`src/rtl/mul_wb_arbiter_pkg.sv`:
```
// Shared register-file widths for the multiply write-back path.
// REG_SIZE defaults to 32 unless the shared define has already set it.
`ifndef REG_SIZE
`define REG_SIZE 32
`endif

package mul_wb_arbiter_pkg;

  localparam int unsigned REG_ADDR_W = 5;

endpackage

```
`src/rtl/mul_wb_fifo.sv`:
```
// Buffer for completed multiply results awaiting the register-file write port.
// Holds storage, pointers, occupancy count and a per-entry hazard match vector.
module mul_wb_fifo
  import mul_wb_arbiter_pkg::*;
#(
  parameter int unsigned DEPTH = 4,
  parameter int unsigned WIDTH = 32
) (
  input  logic                  clk,
  input  logic                  rst_n,
  input  logic                  push,
  input  logic [WIDTH-1:0]      push_result,
  input  logic                  push_zero,
  input  logic                  push_ovf,
  input  logic [REG_ADDR_W-1:0] push_dst,
  input  logic                  pop,
  input  logic [REG_ADDR_W-1:0] hz_src,
  output logic [WIDTH-1:0]      head_result,
  output logic                  head_zero,
  output logic                  head_ovf,
  output logic [REG_ADDR_W-1:0] head_dst,
  output logic                  empty,
  output logic                  full,
  output logic [DEPTH-1:0]      match
);

  localparam int unsigned PtrW = (DEPTH > 1) ? $clog2(DEPTH) : 1;
  localparam int unsigned CntW = $clog2(DEPTH) + 1;

  logic [WIDTH-1:0]      result_q [DEPTH];
  logic                  zero_q   [DEPTH];
  logic                  ovf_q    [DEPTH];
  logic [REG_ADDR_W-1:0] dst_q    [DEPTH];
  logic [DEPTH-1:0]      valid_q, valid_d;
  logic [PtrW-1:0]       wr_ptr_q, rd_ptr_q;
  logic [CntW-1:0]       count_q, count_d;

  assign empty       = (count_q == '0);
  assign full        = (count_q == CntW'(DEPTH));
  assign head_result = result_q[rd_ptr_q];
  assign head_zero   = zero_q[rd_ptr_q];
  assign head_ovf    = ovf_q[rd_ptr_q];
  assign head_dst    = dst_q[rd_ptr_q];

  always_comb begin
    count_d = count_q;
    unique case ({push, pop})
      2'b10:   count_d = count_q + CntW'(1);
      2'b01:   count_d = count_q - CntW'(1);
      default: count_d = count_q;
    endcase
  end

  // Push and pop never target the same slot: that needs empty+pop or full+push.
  always_comb begin
    valid_d = valid_q;
    if (pop)  valid_d[rd_ptr_q] = 1'b0;
    if (push) valid_d[wr_ptr_q] = 1'b1;
  end

  always_comb begin
    for (int i = 0; i < DEPTH; i++) begin
      match[i] = valid_q[i] && (dst_q[i] == hz_src);
    end
  end

  always_ff @(posedge clk or negedge rst_n) begin
    if (!rst_n) begin
      wr_ptr_q <= '0;
      rd_ptr_q <= '0;
      count_q  <= '0;
      valid_q  <= '0;
    end else begin
      if (push) wr_ptr_q <= wr_ptr_q + PtrW'(1);
      if (pop)  rd_ptr_q <= rd_ptr_q + PtrW'(1);
      count_q <= count_d;
      valid_q <= valid_d;
    end
  end

  // Payload needs no reset; valid bits and count gate every use of it.
  always_ff @(posedge clk) begin
    if (push) begin
      result_q[wr_ptr_q] <= push_result;
      zero_q[wr_ptr_q]   <= push_zero;
      ovf_q[wr_ptr_q]    <= push_ovf;
      dst_q[wr_ptr_q]    <= push_dst;
    end
  end

endmodule

```
`src/rtl/mul_wb_arbiter.sv`:
```
// Shares the register-file write port between the ALU and buffered multiply results.
// ALU always wins; multiplies drain in order from a small FIFO when the port is idle.
`ifndef REG_SIZE
`define REG_SIZE 32
`endif

module mul_wb_arbiter
  import mul_wb_arbiter_pkg::*;
#(
  parameter int unsigned DEPTH    = 4,
  parameter int unsigned REG_SIZE = `REG_SIZE
) (
  input  logic                  clk,
  input  logic                  rst_n,
  input  logic                  m5_valid,
  input  logic [REG_SIZE-1:0]   m5_result,
  input  logic                  m5_zero,
  input  logic                  m5_overflow,
  input  logic [REG_ADDR_W-1:0] m5_dst,
  input  logic                  alu_wb_valid,
  input  logic [REG_SIZE-1:0]   alu_wb_data,
  input  logic [REG_ADDR_W-1:0] alu_wb_dst,
  input  logic [REG_ADDR_W-1:0] hz_src,
  output logic                  rf_we,
  output logic [REG_ADDR_W-1:0] rf_waddr,
  output logic [REG_SIZE-1:0]   rf_wdata,
  output logic                  mul_ovf,
  output logic [REG_ADDR_W-1:0] mul_ovf_dst,
  output logic                  mul_stall,
  output logic                  hz_hit
);

  logic                  push, pop, empty, full;
  logic [REG_SIZE-1:0]   head_result;
  logic                  head_zero, head_ovf;
  logic [REG_ADDR_W-1:0] head_dst;
  logic [DEPTH-1:0]      match;

  // Zero flag is kept per entry for future branch forwarding.
  logic unused_head_zero;
  assign unused_head_zero = head_zero;

  mul_wb_fifo #(
    .DEPTH (DEPTH),
    .WIDTH (REG_SIZE)
  ) u_fifo (
    .clk         (clk),
    .rst_n       (rst_n),
    .push        (push),
    .push_result (m5_result),
    .push_zero   (m5_zero),
    .push_ovf    (m5_overflow),
    .push_dst    (m5_dst),
    .pop         (pop),
    .hz_src      (hz_src),
    .head_result (head_result),
    .head_zero   (head_zero),
    .head_ovf    (head_ovf),
    .head_dst    (head_dst),
    .empty       (empty),
    .full        (full),
    .match       (match)
  );

  // Stall depends only on registered occupancy, never on this cycle's ALU request.
  assign mul_stall = full;
  assign push      = m5_valid & ~full;
  assign pop       = ~alu_wb_valid & ~empty;
  assign hz_hit    = (hz_src != '0) && (|match);

  always_comb begin
    rf_we    = 1'b0;
    rf_waddr = '0;
    rf_wdata = '0;
    if (alu_wb_valid) begin
      rf_we    = 1'b1;
      rf_waddr = alu_wb_dst;
      rf_wdata = alu_wb_data;
    end else if (!empty) begin
      rf_we    = (head_dst != '0);
      rf_waddr = head_dst;
      rf_wdata = head_result;
    end
  end

  always_ff @(posedge clk or negedge rst_n) begin
    if (!rst_n) begin
      mul_ovf     <= 1'b0;
      mul_ovf_dst <= '0;
    end else begin
      mul_ovf <= pop & head_ovf;
      if (pop && head_ovf) mul_ovf_dst <= head_dst;
    end
  end

endmodule

```
`config.mk`:
```
export PLATFORM = sky130hd
export DESIGN_NAME = mul_wb_arbiter
export DESIGN_NICKNAME = d
export VERILOG_FILES = /design/src/rtl/mul_wb_arbiter_pkg.sv /design/src/rtl/mul_wb_fifo.sv /design/src/rtl/mul_wb_arbiter.sv
export SDC_FILE = /design/constraint.sdc
export NUM_CORES = 1
export LEC_CHECK = 0
export ABC_AREA = 1
export ABC_CLOCK_PERIOD_IN_PS = 9100
export BUFFER_PORTS_ARGS = -buffer_cell sky130_fd_sc_hd__buf_2
export CORE_MARGIN = 4
export CORE_UTILIZATION = 45
export DETAILED_ROUTE_END_ITERATION = 10
export PLACE_DENSITY = 0.62
export SYNTH_ARGS = -nofsm -noshare
export SYNTH_HDL_FRONTEND = slang
export SYNTH_SLANG_ARGS = --single-unit
```
`constraint.sdc`:
```
create_clock -name clk -period 9.1 [get_ports clk]
set_clock_uncertainty 0.05 [all_clocks]
set_input_delay 0 -clock clk [delete_from_list [all_inputs] [get_ports clk]]
set_output_delay 0 -clock clk [all_outputs]
set_load 0.1 [all_outputs]
```
# Word-level counts from Yosys, hierarchy flattened
# Memory sizes are Yosys's and may differ from the RTL's.
# Index checks and enable logic that the tools add are counted.
dict set report word_totals {
  mem_count 3
  ram_bits 152
  in_bits 85
  word_cells 61
  regBits 17
}
# memory depth word_bits rd rd_ports_with_merged_regs write_ports line
set mem_list {}
lappend mem_list {u_fifo.result_q 4 32 1 0 1 mul_wb_fifo.sv:30} ;# logic [WIDTH-1:0] result_q [DEPTH];
lappend mem_list {u_fifo.dst_q 4 5 5 0 1 mul_wb_fifo.sv:33} ;# logic [REG_ADDR_W-1:0] dst_q [DEPTH];
lappend mem_list {u_fifo.ovf_q 4 1 1 0 1 mul_wb_fifo.sv:32} ;# logic ovf_q [DEPTH];
dict set report op_classes {
  n_reduce_logical 13
  n_mux 15
  n_eq_ne 7
  bitwise 9
  addsub 4
  order_cmp 4
}
# operator n
set ops {}
lappend ops {{$mux 32} 2}
lappend ops {{$eq 5x5->1} 4}
lappend ops {{$mux 5} 2}
lappend ops {{$reduce_bool 5->1} 2}
lappend ops {{$logic_and 1x1->1} 8}
lappend ops {{$mux 4} 2}
lappend ops {{$lt 2x3->1 const B} 2}
lappend ops {{$mux 1} 6}
lappend ops {{$pmux 3 s2} 1}
lappend ops {{$add 2x1->2 const B} 2}
lappend ops {{$and 4x4->4} 1}
lappend ops {{$demux 1 s2} 2}
lappend ops {{$ge 2x1->1 const B} 2}
lappend ops {{$not 4->4} 1}
lappend ops {{$or 4x4->4} 1}
lappend ops {{$reduce_or 4->1} 1}
lappend ops {{$add 3x1->3 const B} 1}
lappend ops {{$and 1x1->1} 3}
lappend ops {{$eq 3x3->1 const B} 1}
lappend ops {{$logic_not 3->1} 1}
lappend ops {{$not 1->1} 3}
lappend ops {{$sub 3x1->3 const B} 1}
lappend ops {{$eq 2x1->1 const B} 1}
lappend ops {{$eq 2x2->1 const B} 1}
lappend ops {{$reduce_bool 2->1} 1}

# Longest topological paths before layout
dict set report logic_depth {
  ltp_word 9
  ltp_mapped 11
  mapped_depth_nobuf 10
}

# Cells and area by module
# Synthesis repeated with hierarchy kept, for this count alone.
dict set report unflattened {
  hier_cells 697
  hier_area_um2 7617.3
}
# mod instances area_per_inst_um2 seq_area_each_um2 cells_each
set modules_own_cells {}
lappend modules_own_cells {mul_wb_fifo 1 6850.3 4959.8 541}
lappend modules_own_cells {mul_wb_arbiter 1 767.0 150.1 156}

# Worst setup path before layout
# No wires, ideal clock.
dict set report synth_path {
  path_type {reg2reg}
  start {reg u_fifo.count_q[0]}
  end {reg u_fifo.count_q[2]}
  t_required_ps 8919
  slack_ps 4999
  path_buffers 1
  path_stages_with_launch 11
  arrival_ps 3920
  setup_time_ps 131
  path_cell_list {dfrtp_1 > nor3_1 > inv_1 > nand2_1 > buf_2 > ha_1 > inv_1 > fa_1 > a21oi_1 > o21ai_0 > xor2_1}
}
dict set report synth_via {
  elab_chain_cells 5
  word_cells_on_any_way 12
  cone_classes {add/sub (2); eq/ne (3); mux (1); bitwise (4); reduce/logical (2)}
}
# item line
set synth_rtl {}
lappend synth_rtl {{start, declared} mul_wb_fifo.sv:36} ;# logic [CntW-1:0] count_q, count_d;
lappend synth_rtl {{start signal, assigned} mul_wb_fifo.sv:76} ;# count_q <= count_d;
lappend synth_rtl {{$eq 3x3->1 *} mul_wb_fifo.sv:39} ;# assign full = (count_q == CntW'(DEPTH));
lappend synth_rtl {{via mul_stall} mul_wb_arbiter.sv:29} ;# output logic mul_stall,
lappend synth_rtl {{$not 1->1 *} mul_wb_arbiter.sv:67} ;# assign push = m5_valid & ~full;
lappend synth_rtl {{$and 1x1->1 *} mul_wb_arbiter.sv:67}
lappend synth_rtl {{$eq 2x1->1 / $eq 2x2->1 (equally long branches)} mul_wb_fifo.sv:47} ;# unique case ({push, pop})
lappend synth_rtl {{$pmux 3 s2 / $reduce_bool 2->1 (equally long branches)} n/a}
# The timed path passes the listed nets; every way through them passes the cells marked *.
# A chain may end at the register's enable or synchronous reset.

# Final worst setup path
dict set report layout_path {
  start {reg u_fifo.rd_ptr_q[0]}
  end {out rf_we}
}
dict set report layout_via {
  elab_chain_cells 4
}
# item line
set layout_rtl {}
lappend layout_rtl {{start, declared} mul_wb_fifo.sv:35} ;# logic [PtrW-1:0] wr_ptr_q, rd_ptr_q;
lappend layout_rtl {{start signal, assigned} mul_wb_fifo.sv:75} ;# if (pop) rd_ptr_q <= rd_ptr_q + PtrW'(1);
lappend layout_rtl {{$mem_v2 4x5} n/a}
lappend layout_rtl {{$reduce_bool 5->1} mul_wb_arbiter.sv:80} ;# rf_we = (head_dst != '0);
lappend layout_rtl {{$mux 1} mul_wb_arbiter.sv:79} ;# end else if (!empty) begin
lappend layout_rtl {{$mux 1} mul_wb_arbiter.sv:75} ;# if (alu_wb_valid) begin
lappend layout_rtl {{end, declared} mul_wb_arbiter.sv:24} ;# output logic rf_we,
# No other way between the ends.

==> results by group <==
Finish
  • Synthesis-to-layout area growth: 24.09%
  • Flip-flop and latch area: about 0.005 mm^2
  • Share of post-route cells with drive strength above 1: roughly 20%
  • Total of fill cells in the finished design: 1419
  • Total area of multi-input combinational cells: roughly 0.0020 mm^2
  • Most used cells in the layout excluding fill and tap cells: nand2_1 (197), edfxtp_1 (152), buf_2 (129), nor2_1 (86), o21ai_0 (73)
  • Final nets: around 940
  • Commonest non-fill, non-tap cell in the layout: nand2_1
  • Fraction of the core area covered by cells at the end of the flow: 57.29%
  • Antenna diode count: 0

Timing
  • Post-Route Hold Slack: roughly 0.27 ns
  • Final max-slew violation count: 0
  • Fin. Hold Viols: 0
  • Setup ws final: about 6.0 ns
  • Final count of negative-setup-slack endpoints: 0
  • Total negative slack: 0 ns
  • RSZ-0062 raised after global routing: false
  • Headroom to the max-slew limit: 40.87%
  • Minimum clock period after layout: ~3.1 ns
  • Final clock period utilization by the worst path: between 30% and 40%
  • Maximum achievable frequency: around 330 MHz
  • Least-Margin Pin Slew: ~0.89 ns

Yosys
  • Library cell occupying the most area in the post-synthesis netlist: edfxtp_1
  • Part of the Yosys area used for sequential elements: between 60% and 70%
  • Number of synthesized register bits: 169
  • Average footprint of a synthesized cell: about 11 um^2
  • Synth area leaders: edfxtp_1 (62%), nand2_1 (10%), dfrtp_1 (5.8%), o21ai_0 (4.9%), nor2_1 (4.6%)
  • Post-synth cell types: 23
  • Syn_nets: roughly 800
  • Summed instance area of the synthesized netlist: 0.007387 mm^2
  • Synthesis Warnings: 0
  • Gate Count Post-Synth: roughly 690
  • Area share of the largest cell type after synthesis: 61.79%

Detailed routing
  • Average wire per cell in the routed design: between 15 and 20 um
  • Total Wirelength: 17.30 mm
  • DR pass1 iterations: 5
  • Remaining routing DRC violations: 0
  • Antenna Nets Post-Route: 0
  • Via/cell ratio: 4.981
  • Iteration-0 DRC count of the detailed router: around 340
  • Vias: approximately 5400

Worst hold path
  • Worst hold path class: input port to flop

Pwr
  • Proportion of total power due to net switching: 45.98%
  • Part of the total power dissipated in combinational logic: about 45%
  • Internal Pwr Total: 0.001787 W
  • Worst supply voltage drop on vdd: approximately 0.24 mV
  • Total net switching power: roughly 0.0015 W
  • Cell leakage power: 3.797 nW
  • Share of total power in the clock network: between 20 and 25%
  • Power Density: roughly 360 mW/mm^2
  • Flop pwr share: 32.9%

Floorplan
  • Starting Density: 46.17%
  • Die height: ~140 um
  • Area of the placeable core: between 0.015 and 0.02 mm^2
  • Boundary Pins: 131
  • Full die area: 0.01853 mm^2
  • Die span in x: 136.1 um
  • Site Rows: 46

Run
  • # Max-Cap Violations: 0

Setup path
  • Critical Path RT: between 9 and 10 ns
  • Critical path endpoint category: primary output
  • Kind of critical path: flop to primary output
  • Crit path max fanout: 79
  • Worst-case reg-to-reg path depth: 10
  • Worst R2R Start: u_fifo.count_q[0]
  • Start point of the critical path: u_fifo.rd_ptr_q[0]
  • Reg-to-reg critical path endpoint: u_fifo.count_q[2]
  • Register-to-register path setup slack: ~6.4 ns
  • Critical path launch point type: flop
  • Worst setup path endpoint: rf_we
  • Worst Path Arrival: ~3 ns

Outcome
  • Outcome: complete, no violations

Clock network
  • Worst-skew pair later-pin latency: 0.42 ns
  • TritonCTS clock tree: yes
  • CTS H-tree depth: 4
  • Buffer type at the clock tree root: clkbuf_16
  • Clock input transition at the sequential cells of the worst setup and hold paths: approximately 0.06 ns
  • TritonCTS Sinks: between 150 and 200
  • Inserted Clock Buffers: 17
  • Number of resized instances in the post-cts repair step: 0
  • Clock tree buffer depth: 2

Global routing
  • Remaining global-route overflow: 0
  • Number of global-route vias before repair: approximately 5400
  • Global-route total usage across every layer: 19.33%
  • Antenna violations before repair: 0
  • Global-route wire length before repair: approximately 27 mm
  • Pin count of the biggest net entering global routing: 80

Placement
  • PortBufs: between 100 and 150
  • GPL Wtd Cong: about 0.84
  • Detail Placement HPWL: roughly 10 mm
  • Worst Setup Slack post-DPL: roughly 6.3 ns
-- routing by layer --
layer / share of wire (%) / GRT usage [%] / vias up
met5: 0 / 0 / -
met4: 1.3 / 5.991 / 0
met3: 4.8 / 3.812 / 18
met2: 50 / 33.76 / 137
met1: 44 / 24.32 / 2548
li1: - / - / 2657
-- area by class of cell --
type	count	area share, %
Timing Repair Buffer	177	12.07
Multi-Input combinational cell	444	22.35
Tap cell	216	2.948
Clock inverter	12	1.870
Sequential cell	169	54.45
Clock buffer	20	4.764
Inverter	38	1.556
-- worst max-delay path, cell delays in order, from the launching register on --
cell     delay (ns)
dfrtp_2        0.39
buf_4          0.38
inv_2          0.11
buf_4          0.63
nand2_1        0.11
nand3_1        0.11
nand2_1        0.12
nand2_1        0.11
o21ai_2        0.06
nand2_1        0.05
buf_2          0.42
-- how the worst min path moves through the flow --
stage | start | end | slack, ns | cells after the start
6_report | m5_result[5] | u_fifo.result_q[0][5] | 0.27 | 2
5_1_grt | m5_result[31] | u_fifo.result_q[1][31] | 0.27 | 2
4_1_cts | m5_result[5] | u_fifo.result_q[2][5] | 0.25 | 2
3_5_place_dp | rst_n | u_fifo.count_q[2] | -0.1 | 1
3_3_place_gp | rst_n | u_fifo.count_q[2] | -0.10 | 1
2_1_floorplan | rst_n | mul_ovf | -0.35 | 0
-- per-stage QoR --
step | cells | power, W | area (um^2)
after global placement | 1004 | 0.002545 | 8158
after global routing | 1076 | 0.003489 | 9166
after floorplan | 685 | 0.002295 | 7387
after CTS | 1076 | 0.003336 | 9166
after detailed placement | 1004 | 0.002576 | 8158
final | 1076 | 0.003309 | 9166
-- power groups by stage --
stage	registers, W	clock network [W]	logic [W]
after floorplan	0.00119	0	0.00110
after global placement	0.00110	0	0.00145
after detailed placement	0.00110	0	0.00147
after CTS	0.00109	0.000759	0.00149
after global routing	0.00110	0.000789	0.00160
final	0.00109	0.000744	0.00148
-- synth_stat cells --
cell type	number
nand2_1	197
edfxtp_1	152
nor2_1	90
o21ai_0	73
inv_1	36
o22ai_1	32
dfrtp_1	17
nand3_1	15
o21ai_1	13
clkbuf_1	12
buf_6	11
ha_1	9
buf_2	6
buf_4	5
nand2_2	3
xor2_1	3
a21oi_1	2
inv_2	2
nand3_2	2
nor3_1	2
fa_1	1
o21ai_2	1
xnor2_1	1
-- kinds of logic after synthesis --
family,synth area share [%]
AO/OA/AOI/OAI,8.791
buffers and inverters,5.132
XOR/XNOR,0.4743
AND/OR/NAND/NOR,16.26
adder cells (fa/ha/maj),1.795
flip-flops,67.55
-- timing repair --
action,in CTS,in global routing
setup buffers,0,0
hold endpoints to repair,169,0
hold buffers,40,0
-- state kept, by name, summed over array words and instances (netlist names) --
register	count
u_fifo.result_q	128
u_fifo.ovf_q	4
u_fifo.valid_q	4
u_fifo.wr_ptr_q	2
u_fifo.dst_q	20
u_fifo.count_q	3
u_fifo.rd_ptr_q	2
mul_ovf_dst	5
mul_ovf	1
(Power assumes the default switching activity.)
